**src/rtl/tan_arb_pkg.sv**
```systemverilog
// Shared types and default sizing for the tan engine request arbiter.
package tan_arb_pkg;

    localparam int unsigned DefN       = 4;
    localparam int unsigned DefW       = 16;
    localparam int unsigned DefTimeout = 255;

    typedef enum logic [2:0] {
        StIdle,
        StStart,
        StRelease,
        StBusy,
        StResp,
        StAbort
    } arb_state_e;

    // The watchdog counter must be able to hold the value TIMEOUT itself.
    function automatic int unsigned wd_width(input int unsigned timeout);
        return $clog2(timeout + 1);
    endfunction

endpackage

```
**src/rtl/tan_req_arbiter_rr_pick.sv**
```systemverilog
// Combinational round-robin picker: first set request at or above rr_ptr, wrapping to 0.
module rr_pick
    import tan_arb_pkg::*;
#(
    parameter int unsigned N  = DefN,
    parameter int unsigned IW = $clog2(N)
) (
    input  logic [N-1:0]  req,
    input  logic [IW-1:0] rr_ptr,
    output logic [IW-1:0] grant,
    output logic          any
);

    logic [2*N-1:0] req2;
    logic [N-1:0]   rot;
    logic [IW:0]    sum;

    always_comb begin
        req2  = {req, req};
        // Rotate so rr_ptr lands on bit 0; the lowest set bit is then the winner.
        rot   = req2[rr_ptr +: N];
        any   = 1'b0;
        sum   = '0;
        grant = '0;
        for (int j = N - 1; j >= 0; j--) begin
            if (rot[j]) begin
                sum = {1'b0, rr_ptr} + (IW + 1)'(j);
                any = 1'b1;
            end
        end
        if (sum >= (IW + 1)'(N)) begin
            sum = sum - (IW + 1)'(N);
        end
        grant = sum[IW-1:0];
    end

endmodule

```
**src/rtl/tan_req_arbiter.sv**
```systemverilog
// Shares one tan engine among N requesters: round-robin grant, start/done handshake,
// watchdog abort and one-hot response routing.
module tan_req_arbiter
    import tan_arb_pkg::*;
#(
    parameter int unsigned N       = DefN,
    parameter int unsigned W       = DefW,
    parameter int unsigned TIMEOUT = DefTimeout
) (
    input  logic           clk,
    input  logic           reset,
    input  logic [N-1:0]   req,
    input  logic [N*W-1:0] req_x,
    output logic [N-1:0]   resp_valid,
    output logic [W-1:0]   resp_data,
    output logic           resp_err,
    output logic           busy,
    output logic           eng_start,
    output logic [W-1:0]   eng_x,
    input  logic           eng_done,
    input  logic [W-1:0]   eng_result,
    output logic           eng_abort
);

    localparam int unsigned IW  = $clog2(N);
    localparam int unsigned WdW = wd_width(TIMEOUT);

    arb_state_e     state_q, state_d;
    logic [IW-1:0]  rr_ptr_q, rr_ptr_d;
    logic [IW-1:0]  owner_q, owner_d;
    logic [IW-1:0]  owner_inc;
    logic [IW-1:0]  pick_idx;
    logic           pick_any;
    logic [W-1:0]   eng_x_q, eng_x_d;
    logic [WdW-1:0] wd_q, wd_d;
    logic           wd_hit;

    logic [N-1:0]   resp_valid_q, resp_valid_d;
    logic [W-1:0]   resp_data_q, resp_data_d;
    logic           resp_err_q, resp_err_d;
    logic           busy_q, busy_d;
    logic           eng_start_q, eng_start_d;
    logic           eng_abort_q, eng_abort_d;

    logic [W-1:0]   req_x_arr [N];

    for (genvar i = 0; i < N; i++) begin : g_unpack
        assign req_x_arr[i] = req_x[i*W +: W];
    end

    rr_pick #(
        .N  (N),
        .IW (IW)
    ) u_rr_pick (
        .req    (req),
        .rr_ptr (rr_ptr_q),
        .grant  (pick_idx),
        .any    (pick_any)
    );

    assign owner_inc = (owner_q == IW'(N - 1)) ? '0 : owner_q + 1'b1;
    assign wd_hit    = (wd_q + 1'b1) == WdW'(TIMEOUT);

    always_comb begin
        state_d  = state_q;
        rr_ptr_d = rr_ptr_q;
        owner_d  = owner_q;
        eng_x_d  = eng_x_q;
        wd_d     = wd_q;
        unique case (state_q)
            StIdle: begin
                if (pick_any && eng_done) begin
                    owner_d = pick_idx;
                    eng_x_d = req_x_arr[pick_idx];
                    wd_d    = '0;
                    state_d = StStart;
                end
            end
            StStart: begin
                state_d = StRelease;
            end
            StRelease: begin
                wd_d = wd_q + 1'b1;
                if (wd_hit) begin
                    state_d = StAbort;
                end else if (!eng_done) begin
                    state_d = StBusy;
                end
            end
            StBusy: begin
                wd_d = wd_q + 1'b1;
                // A timeout takes priority over a completion seen on the same cycle.
                if (wd_hit) begin
                    state_d = StAbort;
                end else if (eng_done) begin
                    state_d = StResp;
                end
            end
            StResp, StAbort: begin
                rr_ptr_d = owner_inc;
                state_d  = StIdle;
            end
            default: begin
                state_d = StIdle;
            end
        endcase
    end

    // Outputs are registered from the next state so they line up with the state they describe.
    always_comb begin
        busy_d       = (state_d != StIdle);
        eng_start_d  = (state_d == StStart);
        eng_abort_d  = (state_d == StAbort);
        resp_valid_d = '0;
        resp_data_d  = '0;
        resp_err_d   = 1'b0;
        if (state_d == StResp || state_d == StAbort) begin
            resp_valid_d = N'(1) << owner_d;
        end
        if (state_d == StResp) begin
            resp_data_d = eng_result;
        end
        if (state_d == StAbort) begin
            resp_err_d = 1'b1;
        end
    end

    always_ff @(posedge clk) begin
        if (reset) begin
            state_q      <= StIdle;
            rr_ptr_q     <= '0;
            owner_q      <= '0;
            eng_x_q      <= '0;
            wd_q         <= '0;
            resp_valid_q <= '0;
            resp_data_q  <= '0;
            resp_err_q   <= 1'b0;
            busy_q       <= 1'b0;
            eng_start_q  <= 1'b0;
            eng_abort_q  <= 1'b0;
        end else begin
            state_q      <= state_d;
            rr_ptr_q     <= rr_ptr_d;
            owner_q      <= owner_d;
            eng_x_q      <= eng_x_d;
            wd_q         <= wd_d;
            resp_valid_q <= resp_valid_d;
            resp_data_q  <= resp_data_d;
            resp_err_q   <= resp_err_d;
            busy_q       <= busy_d;
            eng_start_q  <= eng_start_d;
            eng_abort_q  <= eng_abort_d;
        end
    end

    assign resp_valid = resp_valid_q;
    assign resp_data  = resp_data_q;
    assign resp_err   = resp_err_q;
    assign busy       = busy_q;
    assign eng_start  = eng_start_q;
    assign eng_x      = eng_x_q;
    assign eng_abort  = eng_abort_q;

endmodule
```
**config.mk**
```make
export PLATFORM = sky130hd
export DESIGN_NAME = tan_req_arbiter
export DESIGN_NICKNAME = d
export VERILOG_FILES = /design/src/rtl/tan_arb_pkg.sv /design/src/rtl/tan_req_arbiter_rr_pick.sv /design/src/rtl/tan_req_arbiter.sv
export SDC_FILE = /design/constraint.sdc
export NUM_CORES = 1
export LEC_CHECK = 0
export CAP_MARGIN = 20
export CORE_MARGIN = 1
export CORE_UTILIZATION = 35
export CTS_CLUSTER_SIZE = 40
export DETAILED_ROUTE_END_ITERATION = 6
export DONT_BUFFER_PORTS = 1
export PLACE_DENSITY = 0.59
export SLEW_MARGIN = 20
export SYNTH_ARGS = -nofsm -noshare
export SYNTH_HDL_FRONTEND = slang
export SYNTH_SLANG_ARGS = --single-unit
```
**constraint.sdc**
```tcl
create_clock -name clk -period 3.3 [get_ports clk]
set_input_delay 0.33 -clock clk [delete_from_list [all_inputs] [get_ports clk]]
set_output_delay 0.33 -clock clk [all_outputs]
set_load 0.1 [all_outputs]
```
======== After elaboration in Yosys (flattened, before gate mapping) ========
Cells that the tools add are included.
storage, ports and cells
  register bits after elaboration ......... 55
  output and inout bits ................... 40
  word-level logic and storage cells ...... 70
cells by class
  shifts and indexed selects .............. 2
  reductions and logical operators ........ 11
  multiplexer cells ....................... 24
  bitwise logic cells ..................... 3
  equal/unequal tests ..................... 11
  add/subtract/negate cells ............... 6
  $lt $le $gt $ge ......................... 2
operators by type and width
  cell                   number
  $bmux W16 S2           1
  $mux W16               2
  $mux W3                9
  $pmux W8 S2            1
  $eq A3 B3 Y1 const B   4
  $pmux W3 S4            1
  $add A8 B1 Y8 const B  1
  $eq A8 B8 Y1 const B   1
  $mux W2                4
  $mux W8                1
  $reduce_or A2 Y1       4
  $shiftx A8 B3 Y4       1
  $add A2 B2 Y3 const B  2
  $eq A3 B1 Y1 const B   2
  $eq A3 B2 Y1 const B   2
  $ge A3 B3 Y1 const B   2
  $mux W1                5
  $reduce_and A2 Y1      2
  $shl A1 B2 Y4 const A  1
  $add A2 B1 Y3 const B  1
  $logic_not A3 Y1       1
  $not A2 Y3             1
  $reduce_bool A3 Y1     1
  $add A2 B1 Y2 const B  1
  other kinds (7)        8

======== Longest topological paths before layout ========
  depth in word-level cells ............... 12
  mapped depth ............................ 8
  gate-level depth less buffers ........... 6

======== By module ========
A second synthesis with hierarchy kept.
second synthesis, totals
  cell total of the unflattened synthesis .. 267
  area total of the unflattened synthesis .. 2625.0 um^2
by module, submodules not included
  module           cells each  area an instance (um^2)  times used  seq. area each (um^2)
  tan_req_arbiter  252         2547.4                   1           1081.0
  rr_pick          15          77.6                     1           0.0

======== Worst setup path after synthesis ========
Ideal clock, no wire load.
  kind .................................... flip-flop to flip-flop
  start point ............................. register wd_q[0]
  end point ............................... register resp_data_q[0], in the netlist resp_data[0]
  buffers on the path ..................... 1
  stages on the path, launching flop included .. 8
  arrival time ............................ 1.656 ns
  required time ........................... 3.241 ns
  setup time .............................. 0.059 ns
  path slack .............................. 1.586 ns
  cells stage by stage .................... dfxtp_1 > ha_1 > nand2b_1 > o21ai_0 > a31o_2 > a211oi_4 > buf_6 > and2_1
between the ends
  longest elaborated chain between the ends .. 7
  elaborated cells on any way between the ends .. 8
  classes of those cells .................. add/sub (1); eq/ne (2); mux (3); bitwise (1); reduce/logical (1)
RTL lines
  element                              line                                          text
  from (decl)                          tan_req_arbiter.sv:35                         logic [WdW-1:0] wd_q, wd_d;
  from (signal assigned)               tan_req_arbiter.sv:146                        wd_q <= wd_d;
  $add A8 B1 Y8 *                      tan_req_arbiter.sv:62                         assign wd_hit = (wd_q + 1'b1) == WdW'(TIMEOUT);
  $eq A8 B8 Y1 *                       tan_req_arbiter.sv:62
  $mux W3 (on tied branches)           tan_req_arbiter.sv:93, tan_req_arbiter.sv:84
  $pmux W3 S4 *                        tan_req_arbiter.sv:70                         unique case (state_q)
  $eq A3 B3 Y1 *                       tan_req_arbiter.sv:120                        if (state_d == StResp) begin
  $not A1 Y1 (no source line) *        n/a
  $reduce_or A2 Y1 (no source line) *  n/a
  to (signal assigned)                 tan_req_arbiter.sv:148                        resp_data_q <= resp_data_d;
  to (decl)                            tan_req_arbiter.sv:39                         logic [W-1:0] resp_data_q, resp_data_d;
Every way passes the cells marked *; elsewhere a longest branch is shown, timed or not.
A chain may end at the register's enable or synchronous reset.

======== Final worst setup path ========
  start point ............................. register rr_ptr_q[1]
  end point ............................... register eng_x_q[1], in the netlist eng_x[1]
between the ends
  longest elaborated chain between the ends .. 11
  elaborated cells on any way between the ends .. 21
  classes of those cells .................. add/sub (4); order compare (1); shift (1); mux (12); bitwise (1); reduce/logical (2)
RTL lines
  element                                                   line                                                          text
  from (decl)                                               tan_req_arbiter.sv:29                                         logic [IW-1:0] rr_ptr_q, rr_ptr_d;
  from (signal assigned)                                    tan_req_arbiter.sv:143                                        rr_ptr_q <= rr_ptr_d;
  $shiftx A8 B3 Y4 / $add A2 B2 Y3 (equally long branches)  tan_req_arbiter_rr_pick.sv:21, tan_req_arbiter_rr_pick.sv:27
  $mux W3 (4 in a row)                                      tan_req_arbiter_rr_pick.sv:26                                 if (rot[j]) begin
  $ge A3 B3 Y1 / $sub A2 B1 Y2 (equally long branches)      tan_req_arbiter_rr_pick.sv:31, tan_req_arbiter_rr_pick.sv:32
  $mux W2                                                   tan_req_arbiter_rr_pick.sv:31                                 if (sum >= (IW + 1)'(N)) begin
  $not A2 Y3 (not written as such)                          tan_req_arbiter.sv:74                                         eng_x_d = req_x_arr[pick_idx];
  $bmux W16 S2                                              tan_req_arbiter.sv:74
  $mux W16 (not written as such) (2 in a row)               tan_req_arbiter.sv:74
  to (signal assigned)                                      tan_req_arbiter.sv:145                                        eng_x_q <= eng_x_d;
  to (decl)                                                 tan_req_arbiter.sv:34                                         logic [W-1:0] eng_x_q, eng_x_d;
Parallel ways exist; a longest one is shown, timed or not. The select of a mux whose other input is x is not followed.

==> reports/results.env <==
LAYOUT.CELLS.MOST_COMMON='dfxtp_1'
DETAIL-ROUTE-ANTENNA-NETS=0
FINAL.HOLD.WORST_SLACK_PS=75.9
AVGROUTEDWIREPERCELL_UM=16.3
CTS.REPORTEDPATHS.CLKPINSLEW_PS=100
INITIAL_CORE_UTIL_PCT=37.1
YOSYS.CELL_TYPES.COUNT=50
NUMBER_OF_BUFFERS_ADDED_ON_PORTS=0
YS_FF_LATCH=54
VIAS_PER_CELL=5.52
SYNTH-ASYNC-RESET-RATIO_PCT=0
GRT_START_MAX_NET_PINS=34
MOST-COMMON-LAYOUT-CELLS='dfxtp_1 (53), nand2_1 (27), nor2_1 (26)'
CLOCK_TREE.HTREE_LEVEL_COUNT=2
WORST_PATH_MAXIMUM_FANOUT=33
SYNTHTOLAYOUTAREAGROWTH_PCT=5.37
WORST-SLEW-PIN-TRANSITION_PS=996
FINISH.CELL_COUNT_WITHOUT_FILLERS=391
CTS.ROOT.BUFFER_CELL='clkbuf_8'
POWER.IR.VDD_WORST_mV=0.216
TIMING.SETUP.CRITICAL_PATH_CLASS='reg -> reg'
FINCLKSKEW_PS=3.99
FIRST_ITER_VIOLATIONS=123
SYNTH.AVG_CELL_AREA_SQ_UM=9.10
GRTUSAGETOTAL_PCT=15.5
FLOORPLAN.DIE_AREA_SQ_MM=0.00821
GRT_FIRST_PASS_WIRELENGTH_UM=10200
RSZ0062_AT_GRT='false'
SYNTHDOMINANTCELLAREASHARE_PCT=39.3
DETAILROUTE.VIA_COUNT=2160
WORST_SETUP_PATH_END_KIND='flop'
SYNTH-EDFF-COUNT=0
DESIGN_AREA_SQ_MM=0.00290
NUMCLOCKSINKS=54
WORSTSKEWPAIRLATENCY_PS=310
DETAILEDPLACEMENTHPWL_UM=4650
HOLD_VIOLATIONS=0
POST-CTS-SETUP-BUFFER-COUNT=0
DIE_W_UM=90.6
HOLD_BUFS_AT_CTS=0
SYN-CELL-AREA_SQ_MM=0.00275
REQUIRED_PS=3480
HOLD_PATH.CLASS='in -> reg'
POST-ROUTE-PERIOD-UTIL_PCT=66.3
FIRST_GLOBAL_VIAS=2010
FINALSETUPVIOLCOUNT=0
POWER-PER-CELL-AREA_mW_PER_MM2=542
WIRELENGTH_UM=6360
DRIVE_GT1_SHARE_PCT=8.22
TIMING.CRITICAL_PATH.ARRIVAL_PS=2370
FIRST_PASS_ITERS=4
DIE_HEIGHT_UM=90.6
N_FILL_CELL=748
PLACE_AREA_SQ_MM=0.00275
FLOORPLAN.IO_PINS=127
MAX-SLEW-MARGIN-REL_PCT=33.8
ROUTABILITYCONGESTION=0.848
TIMING.FMAX_MHz=457
YS_DOMINANT_REG_CELL='dfxtp_1'
STATIC-LEAKAGE-POWER_uW=0.00105
NUMPLACEDINSTANCES=383
CTS_INSERTED_BUFFERS=5
RUN_STATUS='finished clean'
NETLIST_INSTANCES=302
N_ANTENNA_CELL=0
FINAL_PERIOD_MINUS_WORST_SETUP_SLACK_PS=2190
NETLIST_TOP_CELLS_AREA='dfxtp_1 (39%), mux2i_1 (7.3%), a21boi_0 (4.4%)'
SETUP.WORST_PATH.START_CLASS='flop'
YOSYSSEQAREASHARE_PCT=39.3
CLOCK_TREE.BUFFER_DEPTH=2
TOTAL_CONGESTION_OVERFLOW_AFTER_GLOBAL_ROUTING=0
CORE_REGION_AREA_SQ_MM=0.00741
TIMING.MAX_CAP.VIOLATIONS=0
LAYOUT_SETUP_WS_PS=1110
SYNTH_TOP_CELL_BY_AREA='dfxtp_1'
CTS_TREE='yes'
PLACEMENT_ROWS=31
YS.WARNINGS.COUNT=0
FINAL-MAX-SLEW-VIOLATION-COUNT=0
NUM-NETS-FINAL=381
DRC=0
CTSRESIZECOUNT=0
POST-PLACE-WS_PS=1150
SETUP_TNS_PS=0
POSTSYNTHNETCOUNT=392
GRT_ANTENNA_BEFORE_REPAIR=0
stage by stage:
| stage | total power [uW] | util, % |
|---|---|---|
| final | 1570 | 39.1 |
| after global routing | 1640 | 39.1 |
| after CTS | 1590 | 39.1 |
| after detailed placement | 1040 | 37.2 |
| after global placement | 1030 | 37.2 |
| after floorplan | 1020 | - |
synth_stat cells (2+ instances only):
library cell / instances
a211oi_1: 3
nor2_1: 26
o21a_1: 3
o21bai_1: 2
buf_2: 3
a21boi_0: 16
and2_1: 19
a31oi_1: 2
ha_1: 3
a21boi_2: 2
inv_1: 3
nor3_2: 2
dfxtp_1: 54
nand2b_1: 4
nand2_1: 27
o21ai_0: 20
o211ai_1: 16
o32a_1: 2
a311oi_1: 4
nor2b_1: 2
a21oi_1: 7
clkbuf_1: 8
buf_6: 6
nand3_1: 6
and3_1: 17
nor3_1: 2
mux2i_1: 20
path summary, 6_finish.rpt:
check	startpoint	to	slack [ps]	cells after the start
worst max-delay path	rr_ptr_q[1]$_SDFFE_PP0P_	eng_x[1]$_SDFFE_PP0P_	1110	5
worst min-delay path	reset	wd_q[4]$_SDFFE_PP0P_	80	1
worst max register to register	rr_ptr_q[1]$_SDFFE_PP0P_	eng_x[1]$_SDFFE_PP0P_	1110	5
worst min register to register	wd_q[7]$_SDFFE_PP0P_	wd_q[7]$_SDFFE_PP0P_	490	1
routing by layer:
layer / track usage (%) / routed length, um / part of all wire (%)
met2: 24.7 / 2990 / 47
met5: 0 / 0 / 0
met1: 19.3 / 2750 / 43
met3: 5.13 / 509 / 8.0
met4: 6.05 / 113 / 1.8
worst max-delay path, stage by stage (launching register included):
cell,delay [ps]
dfxtp_1,460
mux2i_1,300
o22a_1,730
a21boi_0,210
o21ai_0,240
o211ai_1,110
registers in the layout, indices dropped and copies added (netlist names), 2 cells and up:
| name | count |
|---|---|
| resp_data | 16 |
| rr_ptr_q | 2 |
| owner_q | 2 |
| eng_x | 16 |
| wd_q | 8 |
| state_q | 3 |
| resp_valid | 4 |
kinds of logic after synthesis:
group / share of synthesized area [%]
AO/OA/AOI/OAI: 23.7
adder cells (fa/ha/maj): 1.37
buffers and inverters: 4.78
flip-flops: 39.3
multiplexers: 7.28
AND/OR/NAND/NOR: 23.6
power breakdown:
part | internal, uW | switching, uW
registers | 679 | 185
clock network | 324 | 223
logic | 65.1 | 92.4
total | 1070 | 501
final cells by class:
| cell class | instances | area, sq um | share of cell area [%] |
|---|---|---|---|
| multi-input combinational | 227 | 1540 | 53.0 |
| sequential | 54 | 1080 | 37.4 |
| tap | 99 | 124 | 4.28 |
| clock buffer | 6 | 82.6 | 2.85 |
| clock inverter | 2 | 60.1 | 2.07 |
| inverter | 3 | 11.3 | 0.389 |
Power figures use the tool's default switching activity.
